File: src/rtl/mc_pkg.sv
// rtl/mc_pkg.sv - shared encodings for the multi-cycle MIPS controller:
// opcodes/functs, FSM states, datapath select codes and the instruction class.
package mc_pkg;

  typedef enum logic [2:0] {
    S_FETCH  = 3'd0,
    S_DECODE = 3'd1,
    S_EXE    = 3'd2,
    S_MEM    = 3'd3,
    S_WB     = 3'd4
  } state_e;

  localparam logic [5:0] OP_RTYPE = 6'b000000;
  localparam logic [5:0] OP_J     = 6'b000010;
  localparam logic [5:0] OP_JAL   = 6'b000011;
  localparam logic [5:0] OP_BEQ   = 6'b000100;
  localparam logic [5:0] OP_ADDI  = 6'b001000;
  localparam logic [5:0] OP_ADDIU = 6'b001001;
  localparam logic [5:0] OP_ORI   = 6'b001101;
  localparam logic [5:0] OP_LUI   = 6'b001111;
  localparam logic [5:0] OP_LW    = 6'b100011;
  localparam logic [5:0] OP_SW    = 6'b101011;

  localparam logic [5:0] FN_JR    = 6'b001000;
  localparam logic [5:0] FN_ADDU  = 6'b100001;
  localparam logic [5:0] FN_SUBU  = 6'b100011;
  localparam logic [5:0] FN_SLT   = 6'b101010;

  localparam logic [1:0] DST_RT   = 2'b00;
  localparam logic [1:0] DST_RD   = 2'b01;
  localparam logic [1:0] DST_RA   = 2'b10;

  localparam logic [1:0] M2R_ALU  = 2'b00;
  localparam logic [1:0] M2R_RAM  = 2'b01;
  localparam logic [1:0] M2R_PC4  = 2'b10;

  localparam logic [1:0] NPC_PC4  = 2'b00;
  localparam logic [1:0] NPC_BR   = 2'b01;
  localparam logic [1:0] NPC_J    = 2'b10;
  localparam logic [1:0] NPC_JR   = 2'b11;

  localparam logic [1:0] EXT_ZERO = 2'b00;
  localparam logic [1:0] EXT_SIGN = 2'b01;
  localparam logic [1:0] EXT_LUI  = 2'b10;

  localparam logic [1:0] ALU_ADD  = 2'b00;
  localparam logic [1:0] ALU_SUB  = 2'b01;
  localparam logic [1:0] ALU_OR   = 2'b10;
  localparam logic [1:0] ALU_SLT  = 2'b11;

  typedef struct packed {
    logic addu;
    logic subu;
    logic slt;
    logic jr;
    logic ori;
    logic lw;
    logic sw;
    logic beq;
    logic lui;
    logic j;
    logic addi;
    logic addiu;
    logic jal;
    logic unknown;
  } instr_cls_t;

endpackage

File: src/rtl/mc_decode.sv
// rtl/mc_decode.sv - combinational opcode/funct to one-hot instruction class.
module mc_decode
  import mc_pkg::*;
(
  input  logic [5:0] opcode_i,
  input  logic [5:0] funct_i,
  output instr_cls_t cls_o
);

  always_comb begin
    cls_o = '0;
    case (opcode_i)
      OP_RTYPE: begin
        case (funct_i)
          FN_ADDU: cls_o.addu    = 1'b1;
          FN_SUBU: cls_o.subu    = 1'b1;
          FN_SLT:  cls_o.slt     = 1'b1;
          FN_JR:   cls_o.jr      = 1'b1;
          default: cls_o.unknown = 1'b1;
        endcase
      end
      OP_J:     cls_o.j       = 1'b1;
      OP_JAL:   cls_o.jal     = 1'b1;
      OP_BEQ:   cls_o.beq     = 1'b1;
      OP_ADDI:  cls_o.addi    = 1'b1;
      OP_ADDIU: cls_o.addiu   = 1'b1;
      OP_ORI:   cls_o.ori     = 1'b1;
      OP_LUI:   cls_o.lui     = 1'b1;
      OP_LW:    cls_o.lw      = 1'b1;
      OP_SW:    cls_o.sw      = 1'b1;
      default:  cls_o.unknown = 1'b1;
    endcase
  end

endmodule

File: src/rtl/mc_controller.sv
// rtl/mc_controller.sv - multi-cycle MIPS controller FSM and datapath strobes.
// Optional MC_ADDI_OVF_TRAP_EN: addi signed overflow suppresses the GPR write.
module mc_controller
  import mc_pkg::*;
#(
  parameter int MEM_LAT = 1,
  parameter int ALUOP_W = 3
) (
  input  logic               clk,
  input  logic               rst,
  input  logic [5:0]         opcode,
  input  logic [5:0]         funct,
  input  logic               zero,
  input  logic               overflow,
  output logic               PCWr,
  output logic               IRWr,
  output logic               RegWr,
  output logic               MemWr,
  output logic [1:0]         RegDst,
  output logic               ALUSrc,
  output logic [1:0]         Mem2Reg,
  output logic [1:0]         NPCSel,
  output logic [1:0]         EXTOp,
  output logic [ALUOP_W-1:0] ALUOp,
  output logic [2:0]         state
);

  localparam int              CNT_W    = $clog2(MEM_LAT + 1);
  localparam logic [CNT_W-1:0] CNT_LAST = CNT_W'(MEM_LAT - 1);

  state_e           state_q, state_d;
  logic [CNT_W-1:0] cnt_q, cnt_d;
  logic             ovf_q, ovf_d;

  instr_cls_t cls;

  mc_decode u_decode (
    .opcode_i (opcode),
    .funct_i  (funct),
    .cls_o    (cls)
  );

  logic       is_rtype, is_jump, mem_last;
  logic [1:0] dec_alu_op, dec_ext_op;
  logic       dec_alu_src;

  assign is_rtype = cls.addu | cls.subu | cls.slt;
  assign is_jump  = cls.j | cls.jal | cls.jr | cls.unknown;
  assign mem_last = (cnt_q == CNT_LAST);

  always_comb begin
    dec_alu_op  = ALU_ADD;
    dec_ext_op  = EXT_ZERO;
    dec_alu_src = cls.ori | cls.lui | cls.lw | cls.sw | cls.addi | cls.addiu;
    if (cls.subu | cls.beq) dec_alu_op = ALU_SUB;
    if (cls.ori | cls.lui)  dec_alu_op = ALU_OR;
    if (cls.slt)            dec_alu_op = ALU_SLT;
    if (cls.addi | cls.addiu | cls.lw | cls.sw) dec_ext_op = EXT_SIGN;
    if (cls.lui)            dec_ext_op = EXT_LUI;
  end

  always_ff @(posedge clk) begin
    if (rst) begin
      state_q <= S_FETCH;
      cnt_q   <= '0;
      ovf_q   <= 1'b0;
    end else begin
      state_q <= state_d;
      cnt_q   <= cnt_d;
      ovf_q   <= ovf_d;
    end
  end

  logic       pc_wr, ir_wr, reg_wr, mem_wr, alu_src;
  logic [1:0] reg_dst, m2r, npc, ext_op, alu_op;

`ifndef MC_ADDI_OVF_TRAP_EN
  logic unused_overflow;
  assign unused_overflow = overflow;
`endif

  always_comb begin
    state_d = state_q;
    cnt_d   = cnt_q;
    ovf_d   = ovf_q;
    pc_wr   = 1'b0;
    ir_wr   = 1'b0;
    reg_wr  = 1'b0;
    mem_wr  = 1'b0;
    alu_src = 1'b0;
    reg_dst = DST_RT;
    m2r     = M2R_ALU;
    npc     = NPC_PC4;
    ext_op  = EXT_ZERO;
    alu_op  = ALU_ADD;
    case (state_q)
      S_FETCH: begin
        ir_wr   = 1'b1;
        ovf_d   = 1'b0;
        state_d = S_DECODE;
      end
      S_DECODE: begin
        if (is_jump) begin
          pc_wr   = 1'b1;
          state_d = S_FETCH;
          if (cls.j | cls.jal) npc = NPC_J;
          if (cls.jr)          npc = NPC_JR;
          if (cls.jal) begin
            reg_wr  = 1'b1;
            reg_dst = DST_RA;
            m2r     = M2R_PC4;
          end
        end else begin
          state_d = S_EXE;
        end
      end
      S_EXE: begin
        alu_op  = dec_alu_op;
        alu_src = dec_alu_src;
        ext_op  = dec_ext_op;
`ifdef MC_ADDI_OVF_TRAP_EN
        if (cls.addi) ovf_d = overflow;
`endif
        if (cls.beq) begin
          pc_wr   = 1'b1;
          npc     = zero ? NPC_BR : NPC_PC4;
          state_d = S_FETCH;
        end else if (cls.lw | cls.sw) begin
          cnt_d   = '0;
          state_d = S_MEM;
        end else begin
          state_d = S_WB;
        end
      end
      S_MEM: begin
        alu_op  = dec_alu_op;
        alu_src = dec_alu_src;
        ext_op  = dec_ext_op;
        cnt_d   = cnt_q + CNT_W'(1);
        if (mem_last) begin
          if (cls.sw) begin
            mem_wr  = 1'b1;
            pc_wr   = 1'b1;
            state_d = S_FETCH;
          end else begin
            state_d = S_WB;
          end
        end
      end
      S_WB: begin
        alu_op  = dec_alu_op;
        alu_src = dec_alu_src;
        ext_op  = dec_ext_op;
        reg_wr  = ~ovf_q;
        pc_wr   = 1'b1;
        reg_dst = is_rtype ? DST_RD : DST_RT;
        m2r     = cls.lw ? M2R_RAM : M2R_ALU;
        state_d = S_FETCH;
      end
      default: state_d = S_FETCH;
    endcase
  end

  // Reset masks every output so an aborted instruction issues no partial writes.
  always_comb begin
    PCWr    = pc_wr  & ~rst;
    IRWr    = ir_wr  & ~rst;
    RegWr   = reg_wr & ~rst;
    MemWr   = mem_wr & ~rst;
    ALUSrc  = alu_src & ~rst;
    RegDst  = rst ? 2'b00 : reg_dst;
    Mem2Reg = rst ? 2'b00 : m2r;
    NPCSel  = rst ? 2'b00 : npc;
    EXTOp   = rst ? 2'b00 : ext_op;
    state   = rst ? 3'd0  : state_q;
    ALUOp   = '0;
    if (!rst) ALUOp[1:0] = alu_op;
  end

endmodule
File: config.mk
export PLATFORM = sky130hd
export DESIGN_NAME = mc_controller
export DESIGN_NICKNAME = d
export VERILOG_FILES = /design/src/rtl/mc_pkg.sv /design/src/rtl/mc_decode.sv /design/src/rtl/mc_controller.sv
export SDC_FILE = /design/constraint.sdc
export NUM_CORES = 1
export LEC_CHECK = 0
export BUFFER_PORTS_ARGS = -buffer_cell sky130_fd_sc_hd__clkbuf_2
export CORE_ASPECT_RATIO = 0.7
export CORE_UTILIZATION = 24
export CTS_BUF_LIST = sky130_fd_sc_hd__clkbuf_16
export DETAILED_ROUTE_END_ITERATION = 8
export HOLD_SLACK_MARGIN = 0.08
export PLACE_DENSITY_LB_ADDON = 0.15
export SLEW_MARGIN = 20
export SYNTH_ARGS = -nofsm -noshare
export SYNTH_HDL_FRONTEND = slang
export SYNTH_SLANG_ARGS = --single-unit
File: constraint.sdc
create_clock -name clk -period 1.8 [get_ports clk]
set_clock_uncertainty 0.2 [all_clocks]
set_input_delay 0.09 -clock clk [delete_from_list [all_inputs] [get_ports clk]]
set_output_delay 0.09 -clock clk [all_outputs]
set_load 0.02 [all_outputs]
Yosys cells after proc, flatten, opt, wreduce, memory -nomap -nowiden
Cells that the tools add are included.
- $add $sub $neg: 1
- equality and inequality tests: 20
- muxes and demuxes: 61
- bitwise logic cells: 21
- reduce and logical (&&, ||, !) cells: 7
- operators with widths (kind ; number):
    $mux W2 ; 16
    $mux W1 ; 31
    $eq A6 B4 Y1 const B ; 5
    $eq A6 B6 Y1 const B ; 5
    $mux W3 ; 5
    $or A1 B1 Y1 ; 15
    $eq A6 B2 Y1 const B ; 2
    $pmux W2 S2 ; 3
    $pmux W3 S4 ; 1
    $reduce_or A9 Y1 ; 1
    $eq A3 B2 Y1 const B ; 2
    $eq A6 B3 Y1 const B ; 1
    $logic_not A6 Y1 ; 1
    $ne A2 B2 Y1 const B ; 3
    $pmux W1 S2 ; 3
    $and A1 B1 Y1 ; 5
    $mux W4 ; 1
    $pmux W1 S4 ; 1
    $reduce_or A4 Y1 ; 1
    $eq A3 B1 Y1 const B ; 1
    $eq A3 B3 Y1 const B ; 1
    $logic_not A3 Y1 ; 1
    $reduce_and A3 Y1 ; 1
    $reduce_or A3 Y1 ; 1
    3 further kinds ; 3
- register bits: 4
- input bits: 16
- output and inout bits: 19

Logic depth before layout (Yosys ltp)
- depth in word-level cells: 9
- mapped depth: 5
- mapped depth without buffers: 4

Modules after synthesis
A second synthesis with hierarchy kept.
- cell total of the unflattened synthesis: 97
- area total of the unflattened synthesis: 724.4 µm²
- by module, submodules not included (module ; instances ; cells an instance ; area an instance (µm²) ; seq. area each (µm²)):
    mc_controller ; 1 ; 59 ; 474.2 ; 80.1
    mc_decode ; 1 ; 38 ; 250.2 ; 0.0

Least setup slack after synthesis
OpenSTA, ideal clock, no wires.
- path type: register -> output
- start point: reg state_q[0]
- end point: out RegDst[1]
- arrival: 1.668 ns
- required time: 1.510 ns
- path slack: -0.158 ns
- stages on the path, launching flop included: 6
- path buffers: 2
- cell sequence: dfxtp_1 > clkbuf_1 > nor2b_1 > nand2_1 > nor3_1 > buf_4
- cells in the longest elaborated chain, start to end: 3
- elaborated cells between the ends (all ways): 4
- those cells by class: eq/ne (2); mux (2)
- RTL lines (element ; line ; RTL):
    start: declaration ; mc_controller.sv:31 ; state_e state_q, state_d;
    start signal: assignment ; mc_controller.sv:68 ; state_q <= state_d;
    $eq A3 B3 Y1 or $eq A3 B1 Y1 (tied branches) ; mc_controller.sv:96 ; case (state_q)
    $pmux W2 S2 (*) ; mc_controller.sv:96 ;
    $mux W2 (*) ; mc_controller.sv:171 ; RegDst = rst ? 2'b00 : reg_dst;
    end: declaration ; mc_controller.sv:19 ; output logic [1:0] RegDst,
Every way passes the cells marked *; elsewhere a longest branch is shown, timed or not.

Worst setup path after layout
- start point: in opcode[4]
- end point: out ALUOp[1]
- cells in the longest elaborated chain, start to end: 7
- elaborated cells between the ends (all ways): 11
- those cells by class: eq/ne (2); mux (7); bitwise (1); reduce/logical (1)
- RTL lines (element ; line ; RTL):
    start: declaration ; mc_controller.sv:11 ; input logic [5:0] opcode,
    $eq A6 B4 Y1 ; mc_decode.sv:12 ; case (opcode_i)
    $mux W1 ; mc_decode.sv:12 ;
    $or A1 B1 Y1 ; mc_controller.sv:56 ; if (cls.ori | cls.lui) dec_alu_op = ALU_OR;
    $mux W2 ; mc_controller.sv:56 ;
    $mux W2 (*) ; mc_controller.sv:57 ; if (cls.slt) dec_alu_op = ALU_SLT;
    $mux W2 (*) ; mc_controller.sv:96 ;
    $mux W2 (*) ; mc_controller.sv:177 ; if (!rst) ALUOp[1:0] = alu_op;
    end: declaration ; mc_controller.sv:24 ; output logic [ALUOP_W-1:0] ALUOp,
Marked as above.

==> flow_metrics.py <==
metrics = {
    "worst_setup_path": {
        "setup.worst_path.class": "primary input to primary output",
        "critPathMostFrequentCell": "sky130_fd_sc_hd__or4_4",
        "arrival_ns": 1.55,
        "crit_path_cell_trace": "buf_6, or4_4, or4_4, a21oi_4, buf_8",
        "path_max_fanout": 3,
        "rr_worst_depth": 5,
        "critPathMaxStageDelay_ns": 0.57,
        "crit_path_start_kind": "primary input",
        "timing.critical_path.slowest_stage_cell": "sky130_fd_sc_hd__or4_4",
        "setup.worst_path.end_class": "primary output",
        "worst_ep_required_time_ns": 1.51,
    },
    "pwr": {
        "worst_vdd_drop_mv": 0.267,
        "clock_power_share_pct": 57.3,
        "p_total_uw": 603,
        "leakage_uw": 0.000507,
        "power_per_cell_area_nw_per_um2": 498,
        "seq_power_share_pct": 15.7,
        "total_switching_power_uw": 151,
        "comb_power_share_pct": 27.0,
        "power_switching_share_pct": 25.0,
        "internal_power_uw": 452,
    },
    "clock_tree": {
        "cts.clk_slew.worst_paths_ns": 0.03,
        "level_count_of_the_clock_h_tree": 1,
        "worstSkewPairLatency_ns": 0.22,
        "ctsRootBufferMaster": "sky130_fd_sc_hd__clkbuf_16",
        "clock_tree.buffer_depth": 2,
        "cts_inserted_buffers": 3,
        "clkSinkCount": 4,
        "cts_tree": "built",
    },
    "placed_design": {
        "port_buffers": 32,
        "post-dp-hpwl_um": 1860,
        "post-place-ws_ns": -0.118,
        "place_congestion": 0.812,
    },
    "detailed_routing": {
        "avgRoutedWirePerCell_um": 13.4,
        "ant_nets": 0,
        "detail_route.drc_violations": 0,
        "detail_route.iter0.violations": 33,
        "routed_via_density": 4.96,
        "drt_pass1_iterations": 4,
        "wl_um": 2410,
        "num_vias": 887,
    },
    "cells_and_area": {
        "fin_nets": 163,
        "layout.core_utilization_pct": 47.5,
        "syn2layout_area_growth_pct": 80.3,
        "drive_gt1_share_pct": 54.5,
        "multiInputGateArea_um2": 629,
        "sequential_cell_area_um2": 82.6,
        "num-fill-cells": 272,
        "n_antenna_cell": 0,
    },
    "floorplanning": {
        "core_area_um2": 2550,
        "ios": 35,
        "die_height_um": 46.3,
        "floorplan.die_area_um2": 3020,
        "initial_core_util_pct": 26.3,
        "die_width_um": 65.2,
        "site_row_count": 15,
    },
    "hold_path": {
        "hp-class": "primary input to register",
        "holdPathStages": 4,
    },
    "synthesis": {
        "yosys_most_used_dff": "sky130_fd_sc_hd__dfxtp_1",
        "synth_area_per_cell_um2": 6.86,
        "synth.ff_latch_count": 4,
        "yosys.cell_types.count": 39,
        "synth-edff-count": 0,
        "synthesis.area_um2": 672,
        "syn_inst": 98,
        "synth-async-reset-ratio_pct": 0,
        "yosysWarningCount": 0,
        "ys_seq_area_share_pct": 11.9,
        "synth.net_count": 114,
    },
    "outcome": {
        "run_status": "finished with violations",
        "failed_checks": "negative setup slack",
    },
    "sta": {
        "setup_repair_after_global_routing_missed_its_margin": "true",
        "fin_ws_ns": -0.0421,
        "maxClockFrequency_ghz": 0.543,
        "final_period_minus_worst_setup_slack_ns": 1.84,
        "report.final.hold_viol_count": 0,
        "finalCritPeriodShare_pct": 102,
        "finalMaxSlewViolations": 0,
        "setup_violations": 3,
    },
    "grt": {
        "first_pass_grt_wire_length_um": 3890,
        "grt_start_max_net_pins": 11,
        "global_route_total_overflow": 0,
        "first_global_vias": 816,
        "global_route.usage.total_pct": 17.1,
        "antenna_violations_before_repair": 0,
    },
    "job": {
        "count_of_maximum_capacitance_violations": 0,
    },
}
[registers in the layout, summed over array words and instances (netlist names)]
register / flops
cnt_q: 1
state_q: 3
[synthesized netlist by cell type, types with 2 or more instances]
cell	count	area (µm²)
sky130_fd_sc_hd__a31oi_1	3	18.8
sky130_fd_sc_hd__a21oi_1	6	30.0
sky130_fd_sc_hd__nand3_1	2	10.0
sky130_fd_sc_hd__nor3_1	8	40.0
sky130_fd_sc_hd__nand4b_1	4	35.0
sky130_fd_sc_hd__clkbuf_1	3	11.3
sky130_fd_sc_hd__or2_2	2	12.5
sky130_fd_sc_hd__nor2_1	9	33.8
sky130_fd_sc_hd__dfxtp_1	4	80.1
sky130_fd_sc_hd__nand2_1	8	30.0
sky130_fd_sc_hd__inv_1	4	15.0
sky130_fd_sc_hd__nor4_1	3	18.8
sky130_fd_sc_hd__nand3b_1	3	22.5
sky130_fd_sc_hd__nand2b_1	6	37.5
sky130_fd_sc_hd__o21ai_0	2	10.0
sky130_fd_sc_hd__o21a_1	2	15.0
sky130_fd_sc_hd__nor2b_1	6	37.5
sky130_fd_sc_hd__buf_4	2	15.0
[timing repair]
| item | CTS | global route |
|---|---|---|
| gates resized for setup | 22 | 25 |
| endpoints found under the hold margin | 1 | 0 |
| hold buffers | 1 | 0 |
| pin swaps | 4 | 4 |
| setup endpoints to repair | 11 | 14 |
| buffers inserted | 0 | 0 |
[through the flow]
step / setup TNS, ns / instances / area (µm²) / hold slack (ns)
finish: -0.0788 / 179 / 1210 / 0.169
global route: -0.314 / 179 / 1210 / 0.220
CTS: -0.161 / 179 / 1150 / 0.150
detailed placement: -0.297 / 175 / 990 / 0.300
global placement: -0.274 / 175 / 990 / 0.291
floorplan: -0.00667 / 98 / 694 / 0.148
[power groups by stage]
stage / Combinational [µW] / Sequential [µW] / Clock (µW)
2_1_floorplan: 80.9 / 94.3 / 0
3_3_place_gp: 140 / 95.1 / 0
3_5_place_dp: 142 / 95.2 / 0
4_1_cts: 153 / 94.2 / 349
5_1_grt: 178 / 94.6 / 358
6_report: 163 / 94.7 / 346
[layout by cell type, fill, tap and decap left out, types with 2 or more instances in the layout]
cell type                   instances
sky130_fd_sc_hd__dfxtp_1            2
sky130_fd_sc_hd__nor3_1             4
sky130_fd_sc_hd__buf_4             23
sky130_fd_sc_hd__nand3b_1           3
sky130_fd_sc_hd__dfxtp_2            2
sky130_fd_sc_hd__clkbuf_16          3
sky130_fd_sc_hd__nor2_1             8
sky130_fd_sc_hd__a21oi_2            2
sky130_fd_sc_hd__inv_1              4
sky130_fd_sc_hd__nor2b_2            2
sky130_fd_sc_hd__clkbuf_8           2
sky130_fd_sc_hd__a21oi_1            3
sky130_fd_sc_hd__nand2b_1           5
sky130_fd_sc_hd__buf_6              3
sky130_fd_sc_hd__or4_4              3
sky130_fd_sc_hd__a31oi_1            3
sky130_fd_sc_hd__o21a_1             2
sky130_fd_sc_hd__nor4_1             2
sky130_fd_sc_hd__nor2b_1            3
sky130_fd_sc_hd__nand4b_1           4
sky130_fd_sc_hd__buf_2              2
sky130_fd_sc_hd__nor3_2             4
sky130_fd_sc_hd__o21ai_0            2
sky130_fd_sc_hd__nand3_1            2
sky130_fd_sc_hd__nand2_1            7
sky130_fd_sc_hd__clkbuf_2          18
[final timing paths]
check	start	end	slack [ns]
worst max register to register	state_q[0]	state_q[1]	0.38
worst min register to register	cnt_q	cnt_q	0.40
worst min-delay path	rst	state_q[0]	0.17
worst max-delay path	opcode[4]	ALUOp[1]	-0.04
[worst max-delay path: cells and delay by family]
kind                   cells  cell delay (ns)
AND/OR/NAND/NOR            2             1.10
buffers and inverters      2             0.21
AO/OA/AOI/OAI              1             0.15
[layout make-up]
cell class | instances | share of cell area (%)
multi-input cells | 83 | 52.0
flip-flops and latches | 4 | 6.82
repair buffers | 51 | 30.3
inverters | 4 | 1.24
clock buffers | 3 | 6.20
well taps | 34 | 3.51
[cells by family after synthesis]
| logic type | share of synthesized area (%) |
|---|---|
| AOI/OAI and AO/OA | 23.1 |
| xor gates and xnor gates | 1.30 |
| buffers and inverters | 8.56 |
| DFF | 11.9 |
| muxes | 1.49 |
| other | 0.558 |
| and+or+nand+nor | 53.1 |
[metal layers]
layer / vias to the layer above / track usage (%) / part of all wire (%)
met5: - / 0 / 0
met2: 28 / 25.4 / 44
li1: 450 / - / -
met1: 409 / 25.3 / 52
met4: 0 / 5.22 / 0
met3: 0 / 2.48 / 4.3
No activity file was read; power rests on OpenSTA's default activity.
